### config.mk
export PLATFORM = sky130hd
export DESIGN_NAME = uart_tx_fifo_flat
export DESIGN_NICKNAME = d
export VERILOG_FILES = /design/src/rtl/uart_pkg.sv /design/src/rtl/uart_tx_fifo_if.sv /design/src/rtl/uart_tx_fifo_sync_fifo.sv /design/src/rtl/uart_tx_fifo.sv /design/src/flat_wrapper.sv
export SDC_FILE = /design/constraint.sdc
export NUM_CORES = 1
export LEC_CHECK = 0
export ABC_AREA = 0
export BUFFER_PORTS_ARGS = -buffer_cell sky130_fd_sc_hd__buf_2
export CAP_MARGIN = 15
export CORE_UTILIZATION = 55
export DETAILED_ROUTE_END_ITERATION = 10
export PLACE_DENSITY = 0.82
export REMOVE_ABC_BUFFERS = 1
export SYNTH_ARGS = -nofsm -noshare
export SYNTH_HDL_FRONTEND = slang
export SYNTH_SLANG_ARGS = --single-unit
### constraint.sdc
create_clock -name clk -period 2.7 [get_ports clk]
set_clock_uncertainty 0.05 [all_clocks]
set_input_delay 0.405 -clock clk [delete_from_list [all_inputs] [get_ports clk]]
set_output_delay 0.405 -clock clk [all_outputs]
set_load 0.01 [all_outputs]
### src/rtl/uart_pkg.sv
// Shared UART definitions: transmitter FSM encoding, frame size and the
// clocks-per-bit computation used by both the transmit and receive sides.
package uart_pkg;

  typedef enum logic [1:0] {
    IDLE  = 2'd0,
    START = 2'd1,
    DATA  = 2'd2,
    STOP  = 2'd3
  } state_t;

  localparam int FRAME_BITS = 10;
  localparam int BYTE_W     = 8;

  // Clocks per serial bit, truncated; callers must keep the result >= 2.
  function automatic int calc_div(input int clk_freq, input int baud);
    return clk_freq / baud;
  endfunction

endpackage

### src/rtl/uart_tx_fifo_if.sv
// Push-side bundle between the game logic and the buffered UART transmitter.
interface uart_tx_fifo_if
  import uart_pkg::*;
#(
  parameter int DEPTH = 8
);
  logic                    wr_en;
  logic [BYTE_W-1:0]       wr_data;
  logic                    full;
  logic                    empty;
  logic [$clog2(DEPTH):0]  count;
  logic                    overflow;

  // Game logic side: pushes bytes and watches the FIFO status.
  modport master (
    output wr_en, wr_data,
    input  full, empty, count, overflow
  );

  // Transmitter side: accepts bytes and reports FIFO status.
  modport slave (
    input  wr_en, wr_data,
    output full, empty, count, overflow
  );
endinterface

### src/rtl/uart_tx_fifo_sync_fifo.sv
// Single-clock FIFO with registered full/empty/count and show-ahead read data.
module sync_fifo #(
  parameter int WIDTH = 8,
  parameter int DEPTH = 8
) (
  input  logic                   clk,
  input  logic                   reset_n,
  input  logic                   wr_en,
  input  logic [WIDTH-1:0]       wr_data,
  input  logic                   rd_en,
  output logic [WIDTH-1:0]       rd_data,
  output logic                   full,
  output logic                   empty,
  output logic [$clog2(DEPTH):0] count
);

  localparam int PW = $clog2(DEPTH);
  localparam int CW = PW + 1;

  logic [WIDTH-1:0] mem [DEPTH];
  logic [PW-1:0]    wr_ptr;
  logic [PW-1:0]    rd_ptr;
  logic             do_wr;
  logic             do_rd;
  logic [CW-1:0]    count_next;

  // A push while full is dropped even if a pop frees a slot this same cycle.
  assign do_wr   = wr_en && !full;
  assign do_rd   = rd_en && !empty;
  assign rd_data = mem[rd_ptr];

  // Next occupancy; simultaneous push and pop leave it unchanged.
  always_comb begin
    count_next = count;
    if (do_wr && !do_rd) begin
      count_next = count + CW'(1);
    end else if (!do_wr && do_rd) begin
      count_next = count - CW'(1);
    end
  end

  // Pointer, occupancy and flag registers; flags derive from the next count.
  always_ff @(posedge clk or negedge reset_n) begin
    if (!reset_n) begin
      wr_ptr <= '0;
      rd_ptr <= '0;
      count  <= '0;
      full   <= 1'b0;
      empty  <= 1'b1;
    end else begin
      if (do_wr) wr_ptr <= wr_ptr + PW'(1);
      if (do_rd) rd_ptr <= rd_ptr + PW'(1);
      count <= count_next;
      full  <= (count_next == CW'(DEPTH));
      empty <= (count_next == '0);
    end
  end

  // Storage array; contents are meaningless once the pointers are reset.
  always_ff @(posedge clk) begin
    if (do_wr) mem[wr_ptr] <= wr_data;
  end

endmodule

### src/rtl/uart_tx_fifo.sv
// Buffered 8N1 UART transmitter: bytes pushed into a FIFO are sent LSB first
// at a fixed baud rate, with back-to-back frames when data is waiting.
module uart_tx_fifo
  import uart_pkg::*;
#(
  parameter int CLK_FREQ = 100000000,
  parameter int BAUD     = 9600,
  parameter int DEPTH    = 8
) (
  input  logic          clk,
  input  logic          reset_n,
  uart_tx_fifo_if.slave push,
  output logic          busy,
  output logic          tx
);

  localparam int DIV   = calc_div(CLK_FREQ, BAUD);
  localparam int CNT_W = $clog2(DIV);

  state_t            state;
  logic [CNT_W-1:0]  baud_cnt;
  logic [2:0]        bit_idx;
  logic [BYTE_W-1:0] shift;
  logic [BYTE_W-1:0] head;
  logic              bit_end;
  logic              pop;

  assign bit_end = (baud_cnt == CNT_W'(DIV - 1));
  // Take the next byte when idle, or at the last clock of a stop bit so the
  // next start bit follows with no idle gap.
  assign pop = !push.empty && ((state == IDLE) || ((state == STOP) && bit_end));

  sync_fifo #(
    .WIDTH (BYTE_W),
    .DEPTH (DEPTH)
  ) u_fifo (
    .clk     (clk),
    .reset_n (reset_n),
    .wr_en   (push.wr_en),
    .wr_data (push.wr_data),
    .rd_en   (pop),
    .rd_data (head),
    .full    (push.full),
    .empty   (push.empty),
    .count   (push.count)
  );

  // Flag a rejected push for exactly the cycle after it was attempted.
  always_ff @(posedge clk or negedge reset_n) begin
    if (!reset_n) begin
      push.overflow <= 1'b0;
    end else begin
      push.overflow <= push.wr_en && push.full;
    end
  end

  // Frame sequencer: baud timing, bit index, shift register and line drive.
  always_ff @(posedge clk or negedge reset_n) begin
    if (!reset_n) begin
      state    <= IDLE;
      baud_cnt <= '0;
      bit_idx  <= '0;
      shift    <= '0;
      tx       <= 1'b1;
      busy     <= 1'b0;
    end else begin
      case (state)
        IDLE: begin
          if (!push.empty) begin
            shift    <= head;
            baud_cnt <= '0;
            state    <= START;
            tx       <= 1'b0;
            busy     <= 1'b1;
          end else begin
            tx   <= 1'b1;
            busy <= 1'b0;
          end
        end
        START: begin
          if (bit_end) begin
            baud_cnt <= '0;
            bit_idx  <= '0;
            state    <= DATA;
            tx       <= shift[0];
          end else begin
            baud_cnt <= baud_cnt + CNT_W'(1);
          end
        end
        DATA: begin
          if (bit_end) begin
            baud_cnt <= '0;
            if (bit_idx == 3'd7) begin
              state <= STOP;
              tx    <= 1'b1;
            end else begin
              shift   <= shift >> 1;
              bit_idx <= bit_idx + 3'd1;
              tx      <= shift[1];
            end
          end else begin
            baud_cnt <= baud_cnt + CNT_W'(1);
          end
        end
        STOP: begin
          if (bit_end) begin
            baud_cnt <= '0;
            if (!push.empty) begin
              shift <= head;
              state <= START;
              tx    <= 1'b0;
            end else begin
              state <= IDLE;
              tx    <= 1'b1;
              busy  <= 1'b0;
            end
          end else begin
            baud_cnt <= baud_cnt + CNT_W'(1);
          end
        end
        default: begin
          state <= IDLE;
          tx    <= 1'b1;
          busy  <= 1'b0;
        end
      endcase
    end
  end

endmodule

### src/flat_wrapper.sv
// flat-port wrapper written by rule: the top's interface ports become plain ports
module uart_tx_fifo_flat import uart_pkg::*;
#(
  parameter int CLK_FREQ = 100000000,
  parameter int BAUD     = 9600,
  parameter int DEPTH    = 8
)
  (clk, reset_n, busy, tx, push_wr_en, push_wr_data, push_full, push_empty, push_count, push_overflow);
  uart_tx_fifo_if #(.DEPTH(DEPTH)) push_i ();
  input  logic clk;
  input  logic reset_n;
  output logic busy;
  output logic tx;
  input wire logic [$bits(push_i.wr_en)-1:0] push_wr_en;
  input wire logic [$bits(push_i.wr_data)-1:0] push_wr_data;
  output wire logic [$bits(push_i.full)-1:0] push_full;
  output wire logic [$bits(push_i.empty)-1:0] push_empty;
  output wire logic [$bits(push_i.count)-1:0] push_count;
  output wire logic [$bits(push_i.overflow)-1:0] push_overflow;
  assign push_i.wr_en = push_wr_en;
  assign push_i.wr_data = push_wr_data;
  assign push_full = push_i.full;
  assign push_empty = push_i.empty;
  assign push_count = push_i.count;
  assign push_overflow = push_i.overflow;
  uart_tx_fifo #(.CLK_FREQ(CLK_FREQ), .BAUD(BAUD), .DEPTH(DEPTH)) u_core (.clk(clk), .reset_n(reset_n), .push(push_i), .busy(busy), .tx(tx));
endmodule
* Word-level counts from Yosys, hierarchy flattened *
Memory sizes are Yosys's and may differ from the RTL's.
Cells that the tools add are included.

word-level totals
  register bits = 42
  memory bits (writable) = 64
  input port bits = 11
  memories = 1

memory list
  name               depth  bits a word  read ports  clocked after memory_dff  write ports  RTL line                      source
  u_core.u_fifo.mem  8      8            1           0                         1            uart_tx_fifo_sync_fifo.sv:20  logic [WIDTH-1:0] mem [DEPTH];

cells by class
  $add $sub $neg = 6
  equal/unequal tests = 13
  mux-type cells = 33
  reduce and logical (&&, ||, !) cells = 23

operators by type and width
  cell                     number
  $mux W8                  4
  $mux W14                 2
  $pmux W14 S2             1
  $pmux W8 S3              1
  $add A14 B1 Y14 const B  1
  $eq A14 B14 Y1 const B   1
  $mux W1                  11
  $mux W2                  5
  $add A3 B1 Y3 const B    3
  $mux W3                  3
  $mux W4                  2
  $ne A2 B1 Y1 const B     4
  $pmux W2 S4              1
  $reduce_and A4 Y1        2
  $logic_and A1 B1 Y1      7
  $ne A2 B2 Y1 const B     3
  $pmux W3 S2              1
  $reduce_and A3 Y1        2
  $reduce_and A5 Y1        1
  $add A4 B1 Y4 const B    1
  $eq A2 B2 Y1 const B     2
  $eq A4 B4 Y1 const B     1
  $logic_not A1 Y1         4
  $logic_not A4 Y1         1
  10 further kinds         11

* Depth between registers and ports, before layout *
  depth in word-level cells = 9
  depth in mapped cells = 9
  mapped depth without buffers = 7

* Hierarchy *
From an unflattened synthesis, not the netlist that was laid out.

unflattened totals
  cell total of the unflattened synthesis = 337
  area, all modules = 4815.9 µm²

modules (own cells, without submodules)
  module        instances  cells each  area an instance (µm²)
  sync_fifo     1          171         3103.0
  uart_tx_fifo  1          166         1712.9

* Worst setup path before layout *
No wires, ideal clock.

  path type = register to register
  from = register u_core.baud_cnt[12]
  to = register u_core.shift[0]
  arrival time = 2.413 ns
  data required time = 2.525 ns
  path slack = 0.112 ns
  cell stages (with the launch flop) = 6
  path buffers = 0
  clock period less this slack = 2.588 ns
  cells stage by stage = dfrtp_1 > or4_4 > or4_4 > a211o_1 > a21oi_4 > mux2_2

between the ends
  longest elaborated chain between the ends = 3
  elaborated cells on any way between the ends = 4

ends and longest elaborated chain
  element                          RTL line             source
  start, declared                  uart_tx_fifo.sv:21   logic [CNT_W-1:0] baud_cnt;
  start signal, assigned           uart_tx_fifo.sv:87   baud_cnt <= baud_cnt + CNT_W'(1);
  start signal, assigned           uart_tx_fifo.sv:102  baud_cnt <= baud_cnt + CNT_W'(1);
  start signal, assigned           uart_tx_fifo.sv:118  baud_cnt <= baud_cnt + CNT_W'(1);
  $eq A14 B14 Y1 (*)               uart_tx_fifo.sv:28   assign bit_end = (baud_cnt == CNT_W'(DIV - 1));
  $ne A2 B1 Y1 (no line)           -
  $reduce_and A4 Y1 (no line) (*)  -
  end signal, assigned             uart_tx_fifo.sv:97   shift <= shift >> 1;
  end, declared                    uart_tx_fifo.sv:23   logic [BYTE_W-1:0] shift;

Every way passes the cells marked *; elsewhere a longest branch is shown, timed or not.
A chain may end at the register's enable or synchronous reset.

* Worst setup path in the final report *
  from = register u_core.baud_cnt[12]
  to = register u_core.shift[2]

Same word-level chain as after synthesis.

==> impl_metrics.csv <==
group,metric,value,unit
timing,min_period_over_period,0.974,
floorplan,dieArea,8990,µm²
floorplan,pin_count,20,
synth,synthTopCellsByArea,"edfxtp_1 (41%), dfrtp_1 (21%), mux4_2 (7.6%), ha_1 (3.4%), nand2_1 (3.2%)",
critical_path,path_cells,"or4_4 -> or4_4 -> a211o_1 -> a21oi_4 -> mux2_2",
timing,timing.slew.headroom,0.377,
floorplan,fp.coreArea,8300,µm²
floorplan,die_width,94.8,µm
synth,synth_flop_cell,"edfxtp_1",
routing,first_pass_iters,4,
routing,drt-vias-per-instance,5.86,
global_routing,first_global_vias,2852,
job,max_cap_viol_count,0,
global_routing,grt_overflow,0,
run_status,status,"complete, no violations",
timing,hold_slack,0.107,ns
synth,ys_warn_count,0,
critical_path,crit_top_cell,"or4_4",
synth,yosysTopAreaCellShare,0.405,
layout,n_antenna_cell,0,
timing,hold_violations,0,
critical_path,cp_slowest_cell,"or4_4",
floorplan,initial_core_util,0.571,
critical_path,startpoint_type,"flop",
clocking,cts_setup_buffers,0,
pwr,power.share.clock,0.186,
clocking,ctsHtreeMaxLevel,3,
floorplan,die_h,94.8,µm
global_routing,grt_max_degree,43,
timing,slew_viol_final,0,
critical_path,worst-path-buf-inv,0,
global_routing,grtUsageTotal,0.214,
global_routing,antenna_found_initial,0,
place,dp_slack,0.0772,ns
global_routing,grt_pass1_wl,14200,µm
clocking,clk_pin_slew_worst_paths,0.12,ns
synth,syn_avg_cell_area,13.8,µm²
place,globalplace.congestion,0.824,
layout,drive_gt1_frac,0.232,
synth,synth_edf_count,64,
place,io_buffers,19,
layout,fin_nets,407,
pwr,switching_share,0.359,
pwr,p_total,5.46,mW
timing,timing.fmax,380,MHz
synth,synth_seq_area_share,0.628,
clocking,cts_buffer_depth,2,
critical_path,path_class,"flop to flop",
pwr,p_int,3.50,mW
clocking,cts_hold_buf,0,
clocking,clock_sinks,106,
clocking,root_buffer,"clkbuf_8",
critical_path,cp_top_family,"simple AND/OR/NAND/NOR gates",
routing,drc,0,
pwr,p_leak,2.04,nW
synth,netlist_area,4740,µm²
layout,syn_to_final_growth,11.7,%
pwr,power_density,1030,nW/µm²
critical_path,critPathRequiredTime,2.92,ns
critical_path,crit_path_max_incr_delay,0.55,ns
clocking,cts_tree,"yes",
timing,period_needed,2.63,ns
pwr,p_seq_frac,0.446,
floorplan,std_cell_rows,33,
clocking,cts_resized,0,
routing,drtIter0Drc,173,
timing,fin_ws,0.0704,ns
pwr,p_sw,1.96,mW
routing,ant_nets,0,
synth,yosysTopAreaCell,"edfxtp_1",
pwr,combPwrFrac,0.368,
timing,finalSetupViolCount,0,
critical_path,cp.arrival,2.85,ns
place,dp_hpwl,5920,µm
synth,syn_inst,343,
min_path,hp-class,"input port to asynchronous set/reset pin",
critical_path,crit_fanout,8,
clocking,clkLatencyLatePin,0.39,ns
routing,drt-total-wl,8610,µm
clocking,cts_buffers,9,
timing,rsz0062_at_grt,"no",
timing,worst_pin_slew,0.934,ns
critical_path,setup.worst_path.end_class,"flop",
synth,ys_ff_latch,106,
synth,yosysUniqueCellTypes,48,
pwr,irDropWorstVdd,0.619,mV
synth,ys_async_sr_fraction,0.396,
routing,vias,2888,
timing,setup_tns,0,ns
routing,routedWlPerCell,17.5,µm
kinds of logic (layout without fill, tap and decap cells):
kind of cell    after synthesis  after routing  share of synthesized area
flops                       106            106                      0.628
compound gates               55             55                     0.0765
simple gates                107            107                      0.112
mux                          36             36                      0.121
xor+xnor                      7              7                     0.0129
fa+ha+maj                    13             13                     0.0343
buf+inv                      19             64                     0.0153
power groups by stage:
stage          logic [mW]  registers [mW]  clock network (mW)
5_1_grt              2.22            2.49                1.09
4_1_cts              2.02            2.43                1.03
2_1_floorplan        1.41            2.46                   0
3_5_place_dp         2.01            2.47                   0
3_3_place_gp         1.93            2.44                   0
6_report             2.01            2.44                1.01
flip-flops by register name (all words and copies together) (netlist names), 2 cells and up:
signal                cells
u_core.u_fifo.mem        64
u_core.baud_cnt          14
u_core.shift              8
u_core.u_fifo.count       4
u_core.bit_idx            3
u_core.u_fifo.rd_ptr      3
u_core.u_fifo.wr_ptr      3
u_core.state              2
worst paths after layout:
check	depth (start not counted)	slack (ns)	start	to
setup / recovery	5	0.07	u_core.baud_cnt[12]	u_core.shift[2]
min in group clk	2	0.20	push_wr_en	u_core.push.overflow
hold reg to reg	1	0.45	u_core.bit_idx[1]	u_core.bit_idx[1]
hold / removal	1	0.11	reset_n	u_core.u_fifo.wr_ptr[2]
max in group asynchronous	1	1.91	reset_n	u_core.u_fifo.count[2]
setup reg to reg	5	0.07	u_core.baud_cnt[12]	u_core.shift[2]
cell usage after synthesis, types with 2 or more instances:
cell type   n
buf_1       4
nor2b_1     4
nor4_1      5
and2_1      4
nand3_1     8
inv_1       7
or4_4       2
dfstp_2     2
o31ai_1     4
mux4_2     16
a21o_1      2
edfxtp_1   64
nand2_1    40
dfrtp_1    40
xor2_1      2
o21ai_0    29
clkbuf_1    7
a21oi_1     4
and4_1      2
mux2_2     10
a211oi_1    2
mux2i_1     9
ha_1       13
nand2b_1    9
xnor2_1     5
a31oi_1     3
nor2_1     17
nor3_1      9
cells in the final DEF, fill, tap and decap left out, types with 3 or more instances in the layout:
cell type	count
a21oi_1	4
a31oi_1	3
and2_1	4
buf_2	19
buf_4	22
clkbuf_8	9
dfrtp_1	40
edfxtp_1	64
ha_1	13
inv_1	7
inv_6	3
mux2_2	10
mux2i_1	9
mux4_2	16
nand2_1	40
nand2b_1	9
nand3_1	8
nor2_1	17
nor2b_1	4
nor3_1	9
nor4_1	5
o21ai_0	29
o31ai_1	4
xnor2_1	5
layout make-up:
| class | count | area, µm² |
|---|---|---|
| clock inverter | 7 | 86.3 |
| tap | 105 | 131 |
| fill | 585 | 3000 |
| sequential | 106 | 2980 |
| timing repair buffer | 41 | 260 |
| inverter | 7 | 26.3 |
| multi-input combinational | 218 | 1690 |
| clock buffer | 9 | 124 |
stage by stage:
stage	cells	instance area [µm²]	utilization
2_1_floorplan	331	4690	-
3_3_place_gp	477	5090	0.613
3_5_place_dp	477	5090	0.613
4_1_cts	493	5300	0.638
5_1_grt	493	5300	0.638
6_report	493	5300	0.638
metal layers:
layer | share of wire | GRT usage
met1 | 0.43 | 0.274
met2 | 0.53 | 0.362
met3 | 0.029 | 0.0411
met4 | 0.015 | 0.0846
met5 | 0 | 0
No activity file was read; power rests on OpenSTA's default activity.
